<file path="config.mk">
export PLATFORM = sky130hd
export DESIGN_NAME = fec_cc_encoder
export DESIGN_NICKNAME = d
export VERILOG_FILES = /design/src/rtl/fec_cc_encoder.sv
export SDC_FILE = /design/constraint.sdc
export NUM_CORES = 1
export LEC_CHECK = 0
export CAP_MARGIN = 10
export CORE_UTILIZATION = 50
export DETAILED_ROUTE_END_ITERATION = 12
export PLACE_DENSITY = 0.65
export SYNTH_ARGS = -nofsm -noshare
export SYNTH_HDL_FRONTEND = slang
export SYNTH_SLANG_ARGS = --single-unit
</file>
<file path="constraint.sdc">
create_clock -name clk -period 6.24 [get_ports clk]
set_input_delay 1.872 -clock clk [delete_from_list [all_inputs] [get_ports clk]]
set_output_delay 1.872 -clock clk [all_outputs]
set_load 0.01 [all_outputs]
</file>
<file path="src/rtl/fec_cc_encoder.sv">
// Rate-1/2 K=7 tail-biting convolutional encoder with ping-pong block buffering.
// Optional status outputs (blk_count, overrun) are built when FEC_STATUS_EN is defined.
module fec_cc_encoder #(
  parameter int unsigned BLOCK_LEN = 96,
  parameter logic [6:0]  G1        = 7'o171,
  parameter logic [6:0]  G2        = 7'o133
) (
  input  logic        clk,
  input  logic        reset,
  input  logic        data_in,
  input  logic        Valid_in,
  output logic        Ready_out,
  output logic        data_out,
  output logic        Valid_out,
  input  logic        Ready_in
`ifdef FEC_STATUS_EN
  ,
  output logic [15:0] blk_count,
  output logic        overrun
`endif
);

  localparam int unsigned   CW   = $clog2(BLOCK_LEN);
  localparam logic [CW-1:0] LAST = CW'(BLOCK_LEN - 1);

  typedef enum logic [1:0] {IDLE, LOAD, ENC} state_t;

  state_t               state;
  state_t               state_nxt;
  logic [BLOCK_LEN-1:0] mem [2];
  logic [1:0]           full;
  logic                 wr_sel;
  logic                 rd_sel;
  logic [CW-1:0]        wr_cnt;
  logic [CW-1:0]        rd_cnt;
  logic                 phase;
  logic [5:0]           s;

  logic                 wr_en;
  logic                 wr_last;
  logic                 load_en;
  logic                 acc;
  logic                 acc_x;
  logic                 acc_y;
  logic                 last_acc;
  logic [BLOCK_LEN-1:0] rb;
  logic [5:0]           tail;
  logic [5:0]           s_shift;
  logic                 u_cur;
  logic                 u_next;

  // Bit 6 of the generator taps the current input, bit 0 the oldest state bit s[5].
  function automatic logic enc_bit(input logic [6:0] g, input logic u, input logic [5:0] st);
    logic [6:0] v;
    v = {u, st[0], st[1], st[2], st[3], st[4], st[5]};
    return ^(v & g);
  endfunction

  assign Ready_out = ~reset & ~full[wr_sel];
  assign wr_en     = Valid_in & Ready_out;
  assign wr_last   = wr_en & (wr_cnt == LAST);

  assign rb      = mem[rd_sel];
  assign tail    = {rb[BLOCK_LEN-6], rb[BLOCK_LEN-5], rb[BLOCK_LEN-4],
                    rb[BLOCK_LEN-3], rb[BLOCK_LEN-2], rb[BLOCK_LEN-1]};
  assign u_cur   = rb[rd_cnt];
  assign u_next  = rb[rd_cnt + 1'b1];
  assign s_shift = {s[4:0], u_cur};

  always_ff @(posedge clk) begin
    if (wr_en) mem[wr_sel][wr_cnt] <= data_in;
  end

  always_ff @(posedge clk) begin
    if (reset) begin
      full   <= '0;
      wr_sel <= 1'b0;
      wr_cnt <= '0;
      rd_sel <= 1'b0;
    end else begin
      if (wr_en) wr_cnt <= wr_last ? '0 : wr_cnt + 1'b1;
      if (wr_last) begin
        full[wr_sel] <= 1'b1;
        wr_sel       <= ~wr_sel;
      end
      // Writer only ever targets an empty buffer, so this never collides with the set above.
      if (last_acc) begin
        full[rd_sel] <= 1'b0;
        rd_sel       <= ~rd_sel;
      end
    end
  end

  always_ff @(posedge clk) begin
    if (reset) state <= IDLE;
    else       state <= state_nxt;
  end

  always_comb begin
    state_nxt = state;
    case (state)
      IDLE:    if (full[rd_sel]) state_nxt = LOAD;
      LOAD:    state_nxt = ENC;
      ENC:     if (last_acc) state_nxt = full[~rd_sel] ? LOAD : IDLE;
      default: state_nxt = IDLE;
    endcase
  end

  always_comb begin
    load_en = 1'b0;
    acc     = 1'b0;
    case (state)
      LOAD:    load_en = 1'b1;
      ENC:     acc = Valid_out & Ready_in;
      default: ;
    endcase
  end

  assign acc_x    = acc & ~phase;
  assign acc_y    = acc & phase;
  assign last_acc = acc_y & (rd_cnt == LAST);

  // x_0 is computed from the tail during LOAD so the first coded bit is registered without a bubble.
  always_ff @(posedge clk) begin
    if (reset) begin
      s         <= '0;
      rd_cnt    <= '0;
      phase     <= 1'b0;
      data_out  <= 1'b0;
      Valid_out <= 1'b0;
    end else if (load_en) begin
      s         <= tail;
      rd_cnt    <= '0;
      phase     <= 1'b0;
      data_out  <= enc_bit(G1, rb[0], tail);
      Valid_out <= 1'b1;
    end else if (acc_x) begin
      data_out <= enc_bit(G2, u_cur, s);
      phase    <= 1'b1;
    end else if (acc_y) begin
      s     <= s_shift;
      phase <= 1'b0;
      if (rd_cnt == LAST) begin
        rd_cnt    <= '0;
        data_out  <= 1'b0;
        Valid_out <= 1'b0;
      end else begin
        rd_cnt   <= rd_cnt + 1'b1;
        data_out <= enc_bit(G1, u_next, s_shift);
      end
    end
  end

`ifdef FEC_STATUS_EN
  localparam int unsigned   OW   = $clog2(2 * BLOCK_LEN + 1);
  localparam logic [OW-1:0] OLIM = OW'(2 * BLOCK_LEN);

  logic [OW-1:0] stall_cnt;

  always_ff @(posedge clk) begin
    if (reset) begin
      blk_count <= '0;
      overrun   <= 1'b0;
      stall_cnt <= '0;
    end else begin
      if (last_acc) blk_count <= blk_count + 1'b1;
      // Counter saturates at 2*BLOCK_LEN; one more stalled cycle sets the sticky flag.
      if (Valid_in & ~Ready_out) begin
        if (stall_cnt == OLIM) overrun <= 1'b1;
        else                   stall_cnt <= stall_cnt + 1'b1;
      end else begin
        stall_cnt <= '0;
      end
    end
  end
`endif

endmodule

</file>
* Yosys cells after proc, flatten, opt, wreduce, memory -nomap -nowiden
Memory sizes are Yosys's and may differ from the RTL's. A register that Yosys moved wholly into a read port is not among the register bits. Index checks and enable logic that the tools add are counted.
Cells by class: add/sub/neg operators 2, $lt $le $gt $ge 9, eq/ne operators 7, muxes and demuxes 44, bitwise logic cells 16, reduce and logical (&&, ||, !) cells 16
Operators with widths (count):
- $mux W96 | 1
- $mux W1 | 27
- $lt A7 B8 Y1 const B | 3
- $reduce_xor A7 Y1 | 3
- $mux W6 | 3
- $add A7 B1 Y7 const B | 2
- $bmux W1 S7 | 2
- $eq A7 B7 Y1 const B | 2
- $mux W7 | 2
- $mux W2 | 5
- $and A1 B1 Y1 | 7
- $demux W1 S7 | 1
- $ge A7 B1 Y1 const B | 1
- $lt A1 B2 Y1 const B | 3
- $ne A2 B2 Y1 const B | 3
- $not A1 Y1 | 6
- $pmux W2 S3 | 1
- $reduce_and A2 Y1 | 3
- $reduce_bool A2 Y1 | 3
- $logic_and A1 B1 Y1 | 3
- $reduce_and A3 Y1 | 1
- $reduce_bool A3 Y1 | 1
- $and A2 B2 Y2 | 1
- $demux W1 S1 | 2
- 7 further kinds | 8
Storage, ports and cells: flip-flop bits (word level) 29, bits in writable memories 192, bits of input ports 5, output and inout bits 3, logic and storage cells 105, memories kept 1
Memories:
- mem | words 2, width 96, rd ports 1, clocked after Yosys merged registers in 1, write ports 1, line 30 | logic [BLOCK_LEN-1:0] mem [2];

* Depth between registers and ports, before layout
Gate-level depths: netlist of the first run.
word-level depth 10, mapped depth 14, depth with buffers taken out 10

* Least setup slack after synthesis of the first run
Ideal clock, no wire load.
path kind in2out, start in reset, end out Ready_out, data arrival time 2.465 ns, required time 4.368 ns, setup slack 1.903 ns, cell stages on the path 2, path buffers 1, cells stage by stage clkbuf_1 a211oi_1
On the way: longest elaborated chain between the ends 2
RTL lines:
- start: declaration | line 9 | input logic reset,
- $not A1 Y1 | line 59 | assign Ready_out = ~reset & ~full[wr_sel];
- $and A1 B1 Y1 | line 59
- end: declaration | line 12 | output logic Ready_out,
Every way passes these cells.

* Final worst setup path of the first run
Same ends and word-level chain as after synthesis.

==> results of run 1 <==
[synthesized netlist by cell type (all sizes together), types with 4 or more instances]
| cell type | n |
|---|---|
| mux4 | 86 |
| edfxtp | 192 |
| nand2b | 10 |
| nand3 | 18 |
| mux2 | 4 |
| nor2b | 14 |
| clkbuf | 50 |
| mux2i | 34 |
| xnor2 | 15 |
| buf | 26 |
| a311oi | 4 |
| a22o | 7 |
| and3 | 4 |
| nand4 | 10 |
| inv | 4 |
| nand3b | 4 |
| dfxtp | 30 |
| xor2 | 6 |
| a22oi | 10 |
| nand2 | 59 |
| nor3b | 4 |
| a21oi | 30 |
| nor3 | 18 |
| a31oi | 7 |
| o21ai | 13 |
| nor2 | 221 |
| a211oi | 4 |
| and2 | 6 |
| or3 | 4 |
[registers in the layout, indices dropped and copies added, names as in the netlist, named ones only]
register,count
full,2
phase,1
data_out,1
s,6
rd_cnt,7
rd_sel,1
wr_cnt,7
mem,192
wr_sel,1
Valid_out,1
state,2
[per-layer routing]
metal	part of all wire (%)	global-route usage, %
met2	49	43.3
met4	3.1	8.96
met5	0	0
met3	9.0	4.93
met1	39	35.4
[power by group]
group | internal (W) | leakage [nW] | total, W | switching [W]
Sequential | 0.00161 | 1.97 | 0.00161 | 0.00000177
Clock | 0.000935 | 0.414 | 0.00154 | 0.000603
Combinational | 0.00000985 | 1.30 | 0.0000473 | 0.0000374
Total | 0.00256 | 3.68 | 0.00320 | 0.000643
[logic make-up (layout without fill, tap and decap cells)]
kind of cell / after synthesis / in the layout / share of synthesized area [%]
flops: 222 / 222 / 54.6
compound gates: 93 / 93 / 5.30
fa+ha+maj: 2 / 2 / 0.215
mux: 124 / 124 / 19.9
simple gates: 386 / 386 / 14.6
buf+inv: 81 / 70 / 3.37
xor+xnor: 23 / 23 / 2.03
[cell type report]
type / count / share of cell area [%]
Inverter: 5 / 0.148
Clock inverter: 13 / 1.49
Sequential cell: 222 / 50.1
Timing Repair Buffer: 19 / 1.34
Multi-Input combinational cell: 628 / 38.5
Clock buffer: 33 / 5.32
Tap cell: 313 / 3.08
[metrics by stage]
step                      cell area, um^2  utilization [%]  hold slack (ns)  setup slack, ns
after floorplan                     11700                -            0.471             1.90
after global placement              11900             52.0            0.477             1.10
after detailed placement            11900             52.0            0.486             1.12
after CTS                           12700             55.8            0.501             1.11
after global routing                12700             55.8            0.534             1.02
final                               12700             55.8            0.498             1.10
[worst max-delay path, cell delays in order]
cell             delay [ns]
clkdlybuf4s50_1        0.45
a211oi_1               0.34
clkdlybuf4s50_1        0.60
[path summary, 6_finish.rpt]
kind	to	slack [ns]	depth (start not counted)	start
max reg2reg	data_out	2.19	11	rd_cnt[1]
min	s[5]	0.50	2	s[5]
min reg2reg	s[5]	0.50	2	s[5]
max	Ready_out	1.10	3	reset
==> reports/qor.txt, run 1 <==
# DRC: 0
Worst setup EP type: output pin
CTS resizes: 0
Top_reg_cell synth: edfxtp_1
Hold Vio Cnt, Final: 0
IO Port Bufs: 7
Net count after synthesis: 938
Clock Sinks: 222
Post-route ant nets: 0
DIE AREA: 23,900 um^2
Die height: 155 um
CTS tree: done
Post-CTS Setup Bufs: 0
Vias in the first global route: 7,708
WL/cell: 24.3 um
Pin count of the biggest net entering global routing: 99
Worst Hold Class: register to register
Initial antenna violation count: 0
Root Buffer: clkbuf_16
Starting Density: 51.2%
Pwr Total: 0.00320 W
First-pass GRT wire length: 46,400 um
Worst VDD drop: 0.000237 V
Synth cell types: 60
Slew Limit Fails: 0
Iteration-0 DRC Markers: 889
FF+latch area: 6370 um^2
Die Wd: 155 um
Req. time, crit path: 4.37 ns
Core area: 22,800 um^2
Critical Path AT: 3.26 ns
Run status: finished clean
Setup CP Type: input pin to output pin
Multi-input logic area: 4900 um^2
Ports: 8
Most frequent cells in the layout: 221 x nor2_1, 192 x edfxtp_1, 86 x mux4_2
DR vias/cell: 6.29
Clk buf depth: 3
Max-slew headroom: 22.6%
Global-route usage over all layers: 26.4%
Cts hold-fix bufs: 0
Via count: 7,761
Seq/Total Area, Yosys: 54.6%
Final min period: 5.14 ns
CTS buffer count: 26
RSZ-0062 raised after global routing: no
Most common cell after layout, fill and taps aside: nor2_1
Routability Congestion: 0.862
Row count: 55
Clock skew: 0.0167 ns
Iteration count of the initial detailed-routing pass: 5
Max_cap viols: 0
Placed Cells: 1,187
Yosys warns: 0
Async SR Flop Fraction: 0%
Pwr Density: 251 nW/um^2
Fillers: 1,905
Synth Instances: 931
Share of layout cells above drive strength 1: 15.8%
Area Growth Syn to Fin: 9.10%
Fin cells: 1,233
# H-tree levels: 1
GRT overflow: 0
Number of synthesized flops with an enable pin: 192
Final nets: 909
Yosys top cell by area: edfxtp_1
Leakage power: 3.68 nW
Post-Syn Area per Cell: 12.5 um^2
Mapped Area: 11,700 um^2
CP Max Fanout: 3
Setup TNS Final: 0 ns
Startpoint types: input pin
Least-Margin Pin Slew: 1.15 ns
N_diodes: 0
Drt total wl: 30,000 um
Yosys reg bits: 222
# setup viols final: 0
Synth area leaders: edfxtp_1 49%, mux4_2 17%, nor2_1 7.1%, dfxtp_1 5.2%, mux2i_1 2.9%
Period Utilization, post-route: 82.3%
Clk_lat worst skew: 0.54 ns
Top cell type's share of synthesized area: 49.4%
CTS clk-pin slew, worst paths: 0.06 ns
Fmax: 195 MHz
Post-DP HPWL: 18,900 um
No activity file was read; power rests on OpenSTA's default activity.
==> run 2, diff against run 1 <==
--- a/config.mk
+++ b/config.mk
@@ -8,7 +8,7 @@
 export CAP_MARGIN = 10
 export CORE_UTILIZATION = 50
 export DETAILED_ROUTE_END_ITERATION = 12
-export PLACE_DENSITY = 0.65
+export PLACE_DENSITY = 0.68
 export SYNTH_ARGS = -nofsm -noshare
 export SYNTH_HDL_FRONTEND = slang
 export SYNTH_SLANG_ARGS = --single-unit
==> constraint.sdc (replaced) <==
create_clock -name clk -period 4.72 [get_ports clk]
set_input_delay 1.416 -clock clk [delete_from_list [all_inputs] [get_ports clk]]
set_output_delay 1.416 -clock clk [all_outputs]
set_load 0.01 [all_outputs]
==> run 2 against run 1 <==
  * Worst setup slack worse by 0.59 ns
  * Combinational power is 32% higher
  * Sequential power is 32% higher
  * Wire length is 1.5% lower
  * Clock skew is 0.0031 ns lower
  * Critical path depth stayed put
  * Flip-flop and latch count stayed put
  * Highest routed layer unchanged
  * Worst hold slack better by 0.0017 ns
==> reports/qor.txt, run 2 (same netlist as run 1, synthesis figures left out) <==
CTS clk-pin slew, worst paths: 0.06 ns
# DRC: 0
Net switching power: 0.000832 W
Routability Congestion: 0.901
Pwr Density: 324 nW/um^2
Clock Sinks: 222
Root Buffer: clkbuf_16
Critical Path AT: 2.79 ns
DR vias/cell: 6.28
# H-tree levels: 1
WL/cell: 23.8 um
Flop pwr share: 51.6%
Vias in the first global route: 7,649
Slew Limit Fails: 0
Via count: 7,780
Core area: 22,800 um^2
Post-route ant nets: 0
Clk buf depth: 3
Iteration count of the initial detailed-routing pass: 6
Fin cells: 1,239
Final Worst Setup Slack: 0.510 ns
Max-slew headroom: 22.8%
Die Wd: 155 um
Drt total wl: 29,500 um
CP Max Fanout: 3
N_diodes: 0
Setup CP Type: input pin to output pin
Run status: finished clean
Max_cap viols: 0
Hold Vio Cnt, Final: 0
Most common cell after layout, fill and taps aside: nor2_1
Largest regs: mem: 192 flops, rd_cnt: 7 flops, wr_cnt: 7 flops
Iteration-0 DRC Markers: 880
Post-CTS Setup Bufs: 0
Comb power frac: 1.5%
Clk pwr share: 46.8%
Startpoint types: input pin
Reg2Reg Depth: 9
Cts hold-fix bufs: 0
Worst setup path start: reset
Row count: 55
Worst VDD drop: 0.000283 V
CTS resizes: 0
Share of layout cells above drive strength 1: 16.4%
Met2 GRT Util: 41.6%
GRT overflow: 0
Area Growth Syn to Fin: 9.22%
Clock skew: 0.0136 ns
First-pass GRT wire length: 45,100 um
Max reg flops: 192
Req. time, crit path: 3.30 ns
Pin count of the biggest net entering global routing: 110
Post-DP HPWL: 18,700 um
M1 GR Usage: 34.0%
Worst Hold Class: register to register
Leakage power: 3.70 nW
# setup viols final: 0
Placed Cells: 1,191
Final nets: 913
GR Layer Usage met3: 4.82%
Switching share of power: 20.2%
Initial antenna violation count: 0
GRT busiest layer: met2
Clk_lat worst skew: 0.53 ns
CTS buffer count: 26
Pre-CTS setup slack: 0.514 ns
Critical Path Sink: Ready_out
Period Utilization, post-route: 89.2%
Reg2Reg Launch Point: rd_cnt[2]
Fmax: 238 MHz
Ports: 8
Most frequent cells in the layout: 221 x nor2_1, 192 x edfxtp_1, 86 x mux4_2
Reg2Reg Setup Slack: 1.11 ns
DIE AREA: 23,900 um^2
Pwr Total: 0.00413 W
CTS tree: done
Setup TNS Final: 0 ns
Global-route usage over all layers: 25.6%
Starting Density: 51.2%
Least-Margin Pin Slew: 1.15 ns
Worst setup EP type: output pin
RSZ-0062 raised after global routing: no
P_int: 0.00330 W
IO Port Bufs: 7
Final min period: 4.21 ns
R2R Path End: data_out
Die height: 155 um
Biggest register: mem
-- run 2: how the worst min path moves through the flow --
stage               startpoint         to  slack, ns  depth (start not counted)
floorplan                 s[5]       s[5]       0.47                          2
global placement     Valid_out  Valid_out       0.48                          2
detailed placement        s[5]       s[5]       0.49                          2
CTS                       s[5]       s[5]       0.50                          2
global route              s[2]       s[2]       0.53                          2
finish                    s[5]       s[5]       0.50                          2
-- run 2: layout make-up --
class | count | area (um^2)
fill | 1883 | 10000
sequential | 222 | 6370
multi-input combinational | 628 | 4900
clock buffer | 33 | 698
tap | 313 | 392
timing repair buffer | 23 | 225
clock inverter | 15 | 126
inverter | 5 | 18.8
-- run 2: critical path: stages --
cell and delay [ns]:
clkdlybuf4s50_1 0.43, a211oi_1 0.34, clkdlybuf4s50_1 0.61
-- run 2: metal layers --
metal | up-vias | wire length (um)
met5 | - | 0
li1 | 3452 | -
met2 | 367 | 14100
met1 | 3878 | 11400
met3 | 83 | 2720
met4 | 0 | 1270
-- run 2: metrics by stage --
stage	util, %	hold WS, ns	cell area (um^2)
6_report	55.9	0.500	12700
5_1_grt	55.9	0.534	12700
4_1_cts	55.9	0.501	12700
3_5_place_dp	52.3	0.487	11900
3_3_place_gp	52.3	0.481	11900
2_1_floorplan	-	0.471	11700
-- run 2: power by group through the flow --
| stage | Combinational, W | Clock, W | Sequential [W] |
|---|---|---|---|
| 2_1_floorplan | 0.0000240 | 0 | 0.00217 |
| 3_3_place_gp | 0.0000614 | 0 | 0.00217 |
| 3_5_place_dp | 0.0000624 | 0 | 0.00217 |
| 4_1_cts | 0.0000626 | 0.00196 | 0.00213 |
| 5_1_grt | 0.0000678 | 0.00204 | 0.00213 |
| 6_report | 0.0000625 | 0.00193 | 0.00213 |
==> run 3, diff against run 2 <==
--- a/config.mk
+++ b/config.mk
@@ -9,6 +9,8 @@
 export CORE_UTILIZATION = 50
 export DETAILED_ROUTE_END_ITERATION = 12
 export PLACE_DENSITY = 0.68
+export REMOVE_ABC_BUFFERS = 1
 export SYNTH_ARGS = -nofsm -noshare
 export SYNTH_HDL_FRONTEND = slang
 export SYNTH_SLANG_ARGS = --single-unit
+export TNS_END_PERCENT = 20
==> run 3 against run 2 <==
  * Via count is 0.17% higher
  * Global-route usage is 0.45 points higher
  * Design area hardly changed
  * Flip-flop and latch count stayed put
  * Maximum frequency is 0.64% higher
  * Final cell count is 0.24% lower
  * Highest routed layer unchanged
==> reports/qor.txt, run 3 (same netlist as run 1, synthesis figures left out) <==
CTS buffer count: 24
Req. time, crit path: 3.30 ns
Pin count of the biggest net entering global routing: 118
Hold Vio Cnt, Final: 0
N_diodes: 0
Switching share of power: 19.6%
CTS resizes: 0
CP Max Fanout: 3
Row count: 55
Period Utilization, post-route: 88.6%
# H-tree levels: 1
CTS tree: done
Pwr Density: 325 nW/um^2
Run status: finished clean
WL/cell: 24.0 um
Leakage power: 3.70 nW
Biggest register: mem
Clk pwr share: 46.9%
First-pass GRT wire length: 46,100 um
Most common cell after layout, fill and taps aside: nor2_1
Post-DP HPWL: 19,000 um
Starting Density: 51.2%
Fillers: 1,903
Least-Margin Pin Slew: 1.24 ns
Most frequent cells in the layout: 221 x nor2_1, 192 x edfxtp_1, 86 x mux4_2
Clock skew: 0.0124 ns
P_int: 0.00332 W
Cts hold-fix bufs: 0
Ports: 8
Largest regs: mem: 192 flops, rd_cnt: 7 flops, wr_cnt: 7 flops
Max-slew headroom: 16.9%
Clock Sinks: 222
Comb power frac: 1.5%
Net switching power: 0.000809 W
Post-CTS Setup Bufs: 0
GRT overflow: 0
Core area: 22,800 um^2
CP dominant cell by count: clkdlybuf4s50_1
CP max stage delay: 0.61 ns
Die Wd: 155 um
Pwr Total: 0.00413 W
DIE AREA: 23,900 um^2
Final min period: 4.18 ns
Crit-path cells: clkdlybuf4s50_1 > a211oi_1 > clkdlybuf4s50_1
Critical Path AT: 2.77 ns
Clk buf depth: 3
Worst VDD drop: 0.000283 V
Drt total wl: 29,700 um
Post-route ant nets: 0
Clk_lat worst skew: 0.52 ns
RSZ-0062 raised after global routing: no
Hold slack: 0.494 ns
Max reg flops: 192
Die height: 155 um
Root Buffer: clkbuf_16
Slew Limit Fails: 0
Flop pwr share: 51.6%
Iteration count of the initial detailed-routing pass: 7
IO Port Bufs: 7
# DRC: 0
Worst Hold Class: register to register
DR vias/cell: 6.31
Startpoint types: input pin
Routability Congestion: 0.874
Fmax: 239 MHz
Worst setup EP type: output pin
Global-route usage over all layers: 26.1%
Via count: 7,793
Initial antenna violation count: 0
Setup CP Type: input pin to output pin
Iteration-0 DRC Markers: 886
Share of layout cells above drive strength 1: 16.5%
Max_cap viols: 0
Fin cells: 1,236
CP max stage cell: clkdlybuf4s50_1
Final nets: 913
Final Core Density: 55.9%
Vias in the first global route: 7,871
Area Growth Syn to Fin: 9.13%
# setup viols final: 0
CTS clk-pin slew, worst paths: 0.06 ns
Placed Cells: 1,193
run 3: cell types whose count changed in the layout (fill, tap and decap cells not counted), sizes merged:
| cell | before | now |
|---|---|---|
| clkbuf | 33 | 29 |
| clkinv | 12 | 9 |
| buf | 17 | 19 |
| bufinv | 2 | 4 |
| clkinvlp | 1 | 2 |
| inv | 5 | 4 |
run 3: layout make-up:
cell class	count	area, um^2	share of cell area, %
Timing Repair Buffer	25	228	1.79
Clock inverter	14	171	1.35
Clock buffer	29	641	5.03
Multi-Input combinational cell	628	4900	38.5
Tap cell	313	392	3.08
Sequential cell	222	6370	50.1
Inverter	5	18.8	0.147
run 3: worst max-delay path: cells and delay by family:
family | cells | cell delay, ns
buf+inv | 2 | 1.03
compound gates | 1 | 0.33
run 3: layer usage:
layer / global-route usage, % / up-vias / routed length, um
met5: 0 / - / 0
met4: 9.48 / 0 / 979
met3: 5.46 / 73 / 2720
met2: 43.2 / 381 / 14400
met1: 34.1 / 3893 / 11600
li1: - / 3446 / -
run 3: per-stage QoR:
step / instance area [um^2] / setup slack [ns] / TNS (ns)
global placement: 11900 / 0.561 / 0
detailed placement: 11900 / 0.536 / 0
floorplan: 11300 / -1.89 / -4.60
global route: 12700 / 0.459 / 0
CTS: 12700 / 0.532 / 0
finish: 12700 / 0.537 / 0
run 3: power groups by stage:
stage               Combinational [W]  Clock, W  Sequential [W]
finish                      0.0000631   0.00194         0.00213
global route                0.0000677   0.00203         0.00213
CTS                         0.0000624   0.00195         0.00213
detailed placement          0.0000621         0         0.00217
global placement            0.0000608         0         0.00217
floorplan                   0.0000190         0         0.00217
run 3: final timing paths:
kind / start / end / slack [ns] / depth (start not counted)
min: Valid_out / Valid_out / 0.49 / 2
max reg2reg: rd_cnt[2] / data_out / 0.84 / 9
min reg2reg: Valid_out / Valid_out / 0.49 / 2
max: reset / Ready_out / 0.54 / 3
